==> config.mk <==
export PLATFORM = sky130hd
export DESIGN_NAME = qu_rs_int
export DESIGN_NICKNAME = d
export VERILOG_FILES = /design/src/rtl/qu_uop_pkg.sv /design/src/rtl/qu_rs_int_select.sv /design/src/rtl/qu_rs_int.sv
export SDC_FILE = /design/constraint.sdc
export NUM_CORES = 2
export LEC_CHECK = 0
export CORE_MARGIN = 1
export CORE_UTILIZATION = 45
export CTS_CLUSTER_DIAMETER = 200
export CTS_CLUSTER_SIZE = 30
export DETAILED_ROUTE_END_ITERATION = 10
export GPL_ROUTABILITY_DRIVEN = 1
export GPL_TIMING_DRIVEN = 0
export PLACE_DENSITY = 0.58
export REMOVE_ABC_BUFFERS = 1
export SETUP_SLACK_MARGIN = 0.3
export SLEW_MARGIN = 20
export SYNTH_ARGS = -nofsm -noshare
export SYNTH_HDL_FRONTEND = slang
export SYNTH_HIERARCHICAL = 1
export SYNTH_SLANG_ARGS = --single-unit
export TNS_END_PERCENT = 1
==> constraint.sdc <==
create_clock -name clk -period 32.1 [get_ports clk]
set_input_delay 4.815 -clock clk [delete_from_list [all_inputs] [get_ports clk]]
set_output_delay 4.815 -clock clk [all_outputs]
set_load 0.05 [all_outputs]
==> src/rtl/qu_uop_pkg.sv <==
// Shared micro-op definitions for the queue/issue stage.
package qu_uop_pkg;

    localparam int unsigned PHY_RF_ADDR_WIDTH = 6;
    localparam int unsigned UOP_WIDTH         = 82;

    typedef enum logic [1:0] {
        OptypeInt  = 2'd0,
        OptypeCont = 2'd1,
        OptypeMem  = 2'd2,
        OptypeFp   = 2'd3
    } optype_e;

    // 2+5+6+1+6+1+6+1+6+32+16 = 82 bits
    typedef struct packed {
        optype_e                        optype;
        logic [4:0]                     fu_op;
        logic [5:0]                     rob_idx;
        logic                           rd_valid;
        logic [PHY_RF_ADDR_WIDTH-1:0]   rd;
        logic                           rs1_valid;
        logic [PHY_RF_ADDR_WIDTH-1:0]   rs1;
        logic                           rs2_valid;
        logic [PHY_RF_ADDR_WIDTH-1:0]   rs2;
        logic [31:0]                    imm;
        logic [15:0]                    pc;
    } uop_t;

    typedef struct packed {
        uop_t uop;
        logic rs1_rdy;
        logic rs2_rdy;
        logic valid;
    } rs_entry_t;

    // Mark sources ready when the broadcast tag matches a live source of a valid entry.
    function automatic rs_entry_t wake_entry(rs_entry_t e, logic wk_valid,
                                             logic [PHY_RF_ADDR_WIDTH-1:0] wk_tag);
        rs_entry_t r;
        r = e;
        if (wk_valid && e.valid) begin
            if (e.uop.rs1_valid && (e.uop.rs1 == wk_tag)) r.rs1_rdy = 1'b1;
            if (e.uop.rs2_valid && (e.uop.rs2 == wk_tag)) r.rs2_rdy = 1'b1;
        end
        return r;
    endfunction

endpackage

==> src/rtl/qu_rs_int_select.sv <==
// Oldest-eligible picker: lowest set bit of the eligible vector wins.
module qu_rs_select #(
    parameter int unsigned NUM_ENTRIES = 8
) (
    input  logic [NUM_ENTRIES-1:0]         eligible,
    output logic [NUM_ENTRIES-1:0]         grant,
    output logic [$clog2(NUM_ENTRIES)-1:0] idx,
    output logic                           any
);

    localparam int unsigned IW = $clog2(NUM_ENTRIES);

    // Scan from the top down so the lowest eligible index is the last one written.
    always_comb begin
        grant = '0;
        idx   = '0;
        any   = 1'b0;
        for (int i = NUM_ENTRIES - 1; i >= 0; i--) begin
            if (eligible[i]) begin
                grant    = '0;
                grant[i] = 1'b1;
                idx      = IW'(i);
                any      = 1'b1;
            end
        end
    end

endmodule

==> src/rtl/qu_rs_int.sv <==
// Integer/control reservation station: compacting age-ordered queue with
// tag wakeup and a registered valid/ready issue stage.
module qu_rs_int
    import qu_uop_pkg::*;
#(
    parameter int unsigned NUM_ENTRIES = 8
) (
    input  logic                         clk,
    input  logic                         rst,
    input  logic                         in_valid,
    output logic                         in_ready,
    input  logic [UOP_WIDTH-1:0]         in_uop,
    input  logic                         in_rs1_ready,
    input  logic                         in_rs2_ready,
    input  logic                         wakeup_valid,
    input  logic [PHY_RF_ADDR_WIDTH-1:0] wakeup_tag,
    input  logic                         flush,
    output logic                         out_valid,
    input  logic                         out_ready,
    output logic [UOP_WIDTH-1:0]         out_uop
);

    localparam int unsigned IW = $clog2(NUM_ENTRIES);
    localparam int unsigned CW = IW + 1;

    rs_entry_t              entries_q [NUM_ENTRIES];
    rs_entry_t              shifted   [NUM_ENTRIES];
    rs_entry_t              entries_d [NUM_ENTRIES];
    rs_entry_t              new_entry;
    logic [CW-1:0]          count_q;
    logic [CW-1:0]          count_d;
    logic [IW-1:0]          wr_idx;
    logic [NUM_ENTRIES-1:0] eligible;
    logic [NUM_ENTRIES-1:0] grant;
    logic [IW-1:0]          sel_idx;
    logic                   sel_any;
    logic                   issue;
    logic                   dispatch;
    logic [UOP_WIDTH-1:0]   issue_uop;
    logic                   out_valid_q;
    logic [UOP_WIDTH-1:0]   out_uop_q;
    uop_t                   dis_uop;

    assign dis_uop   = uop_t'(in_uop);
    assign in_ready  = (count_q != CW'(NUM_ENTRIES));
    assign dispatch  = in_valid && in_ready;
    assign issue     = sel_any && (!out_valid_q || out_ready);
    assign out_valid = out_valid_q;
    assign out_uop   = out_uop_q;

    // Eligibility uses registered ready bits only, so a wakeup takes one cycle to count.
    always_comb begin
        for (int i = 0; i < NUM_ENTRIES; i++) begin
            eligible[i] = entries_q[i].valid && entries_q[i].rs1_rdy && entries_q[i].rs2_rdy;
        end
    end

    qu_rs_select #(
        .NUM_ENTRIES (NUM_ENTRIES)
    ) u_select (
        .eligible (eligible),
        .grant    (grant),
        .idx      (sel_idx),
        .any      (sel_any)
    );

    // One-hot mux of the granted uop.
    always_comb begin
        issue_uop = '0;
        for (int i = 0; i < NUM_ENTRIES; i++) begin
            if (grant[i]) issue_uop = issue_uop | entries_q[i].uop;
        end
    end

    // Close the gap left by the issuing slot: everything above it moves down one.
    always_comb begin
        for (int i = 0; i < NUM_ENTRIES; i++) begin
            if (issue && (i >= int'(sel_idx))) begin
                if (i == NUM_ENTRIES - 1) shifted[i] = rs_entry_t'('0);
                else                      shifted[i] = entries_q[(i + 1) % NUM_ENTRIES];
            end else begin
                shifted[i] = entries_q[i];
            end
        end
    end

    // Apply wakeup to stored and incoming entries, then append the dispatch at the tail.
    always_comb begin
        new_entry         = rs_entry_t'('0);
        new_entry.uop     = dis_uop;
        new_entry.valid   = 1'b1;
        new_entry.rs1_rdy = !dis_uop.rs1_valid || in_rs1_ready;
        new_entry.rs2_rdy = !dis_uop.rs2_valid || in_rs2_ready;
        new_entry         = wake_entry(new_entry, wakeup_valid, wakeup_tag);
        wr_idx            = IW'(count_q - CW'(issue));
        for (int i = 0; i < NUM_ENTRIES; i++) begin
            entries_d[i] = wake_entry(shifted[i], wakeup_valid, wakeup_tag);
        end
        if (dispatch) entries_d[wr_idx] = new_entry;
        count_d = count_q - CW'(issue) + CW'(dispatch);
    end

    // Station state and output register; flush wins over everything in the same cycle.
    always_ff @(posedge clk or posedge rst) begin
        if (rst) begin
            count_q     <= '0;
            out_valid_q <= 1'b0;
            out_uop_q   <= '0;
            for (int i = 0; i < NUM_ENTRIES; i++) entries_q[i] <= rs_entry_t'('0);
        end else if (flush) begin
            count_q     <= '0;
            out_valid_q <= 1'b0;
            for (int i = 0; i < NUM_ENTRIES; i++) entries_q[i] <= rs_entry_t'('0);
        end else begin
            count_q <= count_d;
            for (int i = 0; i < NUM_ENTRIES; i++) entries_q[i] <= entries_d[i];
            if (issue) begin
                out_valid_q <= 1'b1;
                out_uop_q   <= issue_uop;
            end else if (out_ready) begin
                out_valid_q <= 1'b0;
            end
        end
    end

endmodule
Word level (Yosys, flattened, before mapping)
Index checks and enable logic that the tools add are counted.

Register bits: 767. Memories kept: 0. Output and inout bits: 84. Bits in writable memories: 0. Logic and storage cells: 290. Latch bits: 0. Bits in read-only memories: 0.

Bitwise gates (word level): 9. Shifts and indexed selects: 0. Multipliers: 0. Multiplexer cells: 76. Equal/unequal tests: 19. Div/mod/pow operators: 0. Add/sub/neg operators: 2. $lt $le $gt $ge: 9. Reduce and logical (&&, ||, !) cells: 60.

Operators with widths (count): $mux W680 (2); $mux W85 (9); $bwmux W680 (1); $mux W82 (8); $or A82 B82 Y82 (7); $demux W85 S3 (1); $eq A6 B6 Y1 (18); $mux W8 (8); $logic_and A1 B1 Y1 (52); $mux W1 (29); $mux W3 (8); $mux W2 (9); $ge A3 B3 Y1 const A (3); $ge A1 B3 Y1 const A (2); $ge A2 B3 Y1 const A (2); $add A4 B1 Y4 (1); $ge A4 B4 Y1 const B (1); $lt A4 B1 Y1 const B (1); $mux W4 (1); $ne A4 B4 Y1 const B (1); $not A3 Y4 (1); $sub A4 B1 Y4 (1); $logic_not A1 Y1 (3); $logic_or A1 B1 Y1 (3); other kinds (3) (3).

Depth between registers and ports, before layout
Depth in word-level cells: 25. Depth in mapped cells: 15. Depth with buffers taken out: 13.

Modules after synthesis
Netlist, hierarchy kept.

By module, submodules not included: qu_rs_int (area each 40965.5 um^2, sequential area each 19193.4 um^2, instances 1, cells an instance 4574); qu_rs_select (area each 158.9 um^2, sequential area each 0.0 um^2, instances 1, cells an instance 22).

Least setup slack after synthesis
OpenSTA, ideal clock, no wires.

Path type: input-to-reg. Start point: input out_ready. End point: register entries_q[138] (netlist name). Setup slack: 24.903 ns. Path buffers: 3. Setup time: 0.099 ns. Stages on the path: 13. Data arrival time: 7.098 ns. Path through: nand2b_1 > buf_2 > nand2_1 > inv_1 > ha_1 > ha_1 > xnor2_1 > nor2_1 > nand2_2 > buf_4 > buf_2 > nor2_1 > a311oi_1.

Cells in the longest elaborated chain, start to end: 11. Elaborated cells between the ends (all ways): 14.

RTL lines: from (decl) (RTL line qu_rs_int.sv:19) `input logic out_ready,`; $logic_or A1 B1 Y1 * (RTL line qu_rs_int.sv:47) `assign issue = sel_any && (!out_valid_q || out_ready);`; $logic_and A1 B1 Y1 * (RTL line qu_rs_int.sv:47); $sub A4 B1 Y4; $not A3 Y4 (not written as such) (RTL line qu_rs_int.sv:99) `if (dispatch) entries_d[wr_idx] = new_entry;`; $ge A4 B4 Y1 (not written as such) / $lt A4 B1 Y1 (equally long branches) (RTL line qu_rs_int.sv:99); $logic_and A1 B1 Y1 (not written as such) (RTL line qu_rs_int.sv:99); $mux W85 (not written as such) (RTL line qu_rs_int.sv:99); $demux W85 S3 (RTL line qu_rs_int.sv:99); $bwmux W680 (RTL line qu_rs_int.sv:99); $mux W680 * (RTL line qu_rs_int.sv:99); $mux W680 * (RTL line qu_rs_int.sv:110) `end else if (flush) begin`.

Every way passes the cells marked *; elsewhere a longest branch is shown, timed or not. A chain may end at the register's enable or synchronous reset.

Worst setup path after layout
Start point: input out_ready. End point: register entries_q[132] (netlist name).

Cells in the longest elaborated chain, start to end: 11. Elaborated cells between the ends (all ways): 14.

RTL lines (RTL line): $logic_or A1 B1 Y1 * (qu_rs_int.sv:47); $logic_and A1 B1 Y1 * (qu_rs_int.sv:47); $sub A4 B1 Y4; $not A3 Y4 (not written as such) (qu_rs_int.sv:99); $ge A4 B4 Y1 (not written as such) / $lt A4 B1 Y1 (equally long branches) (qu_rs_int.sv:99); $logic_and A1 B1 Y1 (not written as such) (qu_rs_int.sv:99); $mux W85 (not written as such) (qu_rs_int.sv:99); $demux W85 S3 (qu_rs_int.sv:99); $bwmux W680 (qu_rs_int.sv:99); $mux W680 * (qu_rs_int.sv:99); $mux W680 * (qu_rs_int.sv:110).

Marks and branches as above.

==> metrics.csv <==
stage,metric,value,unit
timing,setup_viol,0,
placement,dp_cells,5550,
timing,hold_violations,0,
route,via_count,37500,
placement,finalWeightedCongestion,0.843,
logic_synthesis,ys_async_sr_fraction,100,%
layout,finalNonFillerCells,5587,
cts,clk_pin_slew,0.12,ns
status,status,"complete, no violations",
cts,cts-root-buf,clkbuf_16,
cts,hold_buffers,0,
global_route,grt_overflow_total,0,
logic_synthesis,ys_top_cells_by_area,"dfrtp_1, a311oi_1, nand2_1",
timing,post-route-min-period,8.92,ns
logic_synthesis,synth.most_common_cell,nand2_1,
logic_synthesis,yosys_warnings,6,
critical_path,required,32.65,ns
timing,slew_violations,0,
timing,rsz0062_at_grt,no,
logic_synthesis,synth.largest_area_cell,dfrtp_1,
global_route,grt_pass1_vias,36800,
placement,dpl.hpwl,95700,um
timing,clock_skew,0.0520,ns
logic_synthesis,yosys_register_bits,767,
critical_path,slowest_delay,0.62,ns
route,wire_per_inst,28.5,um
route,dr.pass1.iters,6,
logic_synthesis,ys.flop_type,dfrtp_1,
route,ant_nets,0,
route,viasPerCell,6.72,
layout,finish.net_count,4505,
floorplan,initial_core_util,45.5,%
timing,setup_tns,0,ns
floorplan,die_h,304,um
layout,drive_gt1_share,4.86,%
route,drt_iter0_markers,4224,
critical_path,startpoint_type,input pin,
run,max-cap-violations,0,
global_route,grt_first_pass_wirelength,241000,um
floorplan,core_area,0.0903,mm^2
pwr,total_leakage_power,18.8,nW
critical_path,worstPathArrival,9.47,ns
logic_synthesis,seq_area_frac_synth,46.7,%
global_route,grt_max_degree,117,
cts,h-tree-depth,1,
worst_hold_path,hp-class,reg -> reg,
layout,syn_to_final_growth,11.1,%
critical_path,cp_cell_sequence,"clkdlybuf4s50_1, nand2b_1, nand2_4, inv_1, ha_1, ha_1, xnor2_2, nor2_1, nand2_8, buf_16, nor2_1, a311oi_1",
placement,dp_slack,22.59,ns
placement,port_buffers,179,
logic_synthesis,synth_enable_flop_cells,0,
floorplan,io_pins,180,
cts,cts_resized,0,
pwr,p_per_area,46.3,mW/mm^2
pwr,irDropWorstVdd,0.0478,mV
floorplan,dieWidth,304,um
timing,fmax,0.112,GHz
cts,worstSkewPairLatency,0.68,ns
cts,cts_tree,yes,
logic_synthesis,syn_avg_cell_area,8.95,um^2
logic_synthesis,syn_inst,4596,
cts,post-cts-setup-buffers,0,
critical_path,crit_type,in -> reg,
timing,period_share,27.8,%
critical_path,crit_path_end_kind,register,
global_route,gr-usage-all-layers,33.8,%
timing,fin_ws,23.18,ns
pwr,power,2.11,mW
cts,clock_path_buffers,3,
route,wirelength,159000,um
logic_synthesis,synth.distinct_cells,69,
logic_synthesis,synthDominantCellAreaShare,46.7,%
timing,slew_headroom,29.5,%
floorplan,num_rows,110,
critical_path,cp_max_fo,86,
route,drc_errors,0,
floorplan,die_area,0.0926,mm^2
global_route,antenna_found_initial,15,
logic_synthesis,syn-cell-area,0.0411,mm^2
critical_path,cp_slowest_cell,xnor2_2,
timing,worstMarginPinSlew,1.05,ns
logic_synthesis,netlist_top_cells_count,"nand2_1, dfrtp_1, nor2_1, a311oi_1, clkbuf_1",
cts,cts_inserted_buffers,29,
cts,cts_sinks,767,
-- final timing paths --
path | startpoint | end | slack, ns | cells after the start
worst max-delay path | out_ready | entries_q[132] | 23.18 | 12
worst min-delay path | entries_q[507] | entries_q[592] | 0.54 | 2
worst max register to register | entries_q[595] | entries_q[132] | 26.30 | 14
worst min register to register | entries_q[507] | entries_q[592] | 0.54 | 2
max in group asynchronous | rst | out_uop[37] | 25.99 | 4
min in group asynchronous | rst | out_uop[59] | 4.62 | 2
-- cells by family after synthesis --
group	count (synthesis)	synth area share, %
AND/OR/NAND/NOR	1809	17.7
AO/OA/AOI/OAI	1168	22.8
flip-flops	767	46.7
buffers and inverters	564	6.11
multiplexers	192	4.68
XOR/XNOR	92	1.96
adder cells (fa/ha/maj)	4	0.122
-- stage by stage --
| stage | hold slack, ns | area [um^2] | utilization (%) |
|---|---|---|---|
| finish | 0.542 | 45700 | 50.6 |
| global placement | 0.537 | 42000 | 46.5 |
| global route | 0.574 | 45700 | 50.6 |
| floorplan | 0.523 | 38700 | - |
| CTS | 0.549 | 45700 | 50.6 |
| detailed placement | 0.543 | 44900 | 49.8 |
-- layout by cell type (no fill, tap or decap), types with 68 or more instances in the layout --
cell type	count
nand2_1	902
nand3_1	110
mux2i_1	191
a221oi_1	172
dfrtp_1	767
a211oi_1	192
clkdlybuf4s50_1	172
a311oi_1	390
a22o_1	166
buf_16	68
a21oi_1	100
nor2_1	677
a31oi_1	91
-- registers in the layout, summed over array words and instances, names as in the netlist --
register / flops
entries_q: 680
out_uop: 82
count_q: 4
out_valid: 1
-- where the power goes --
| group | internal, mW | switching [mW] |
|---|---|---|
| registers | 1.05 | 0.0731 |
| clock network | 0.165 | 0.321 |
| logic | 0.166 | 0.343 |
-- worst max-delay path: cells and delay by family --
kind                     cells  cell delay [ns]
AO/OA/AOI/OAI                1             0.28
buffers and inverters        3             1.02
AND/OR/NAND/NOR              5             2.12
XOR/XNOR                     1             0.62
adder cells (fa/ha/maj)      2             0.49
-- area by class of cell --
class                           count  area, um^2
Sequential cell                   767       19200
Inverter                           25         101
Clock inverter                      1        16.3
Tap cell                         1176        1470
Fill cell                        8343       44600
Multi-Input combinational cell   3265       19600
Antenna cell                        7        17.5
Clock buffer                       29         726
Timing Repair Buffer              317        4540
-- routing by layer --
metal / share of wire, % / global-route usage (%)
met5: 0.065 / 0
met1: 41 / 45.9
met2: 47 / 54.4
met4: 3.6 / 11.8
met3: 8.6 / 5.64
Note: power is estimated with default switching activity, not from simulation.
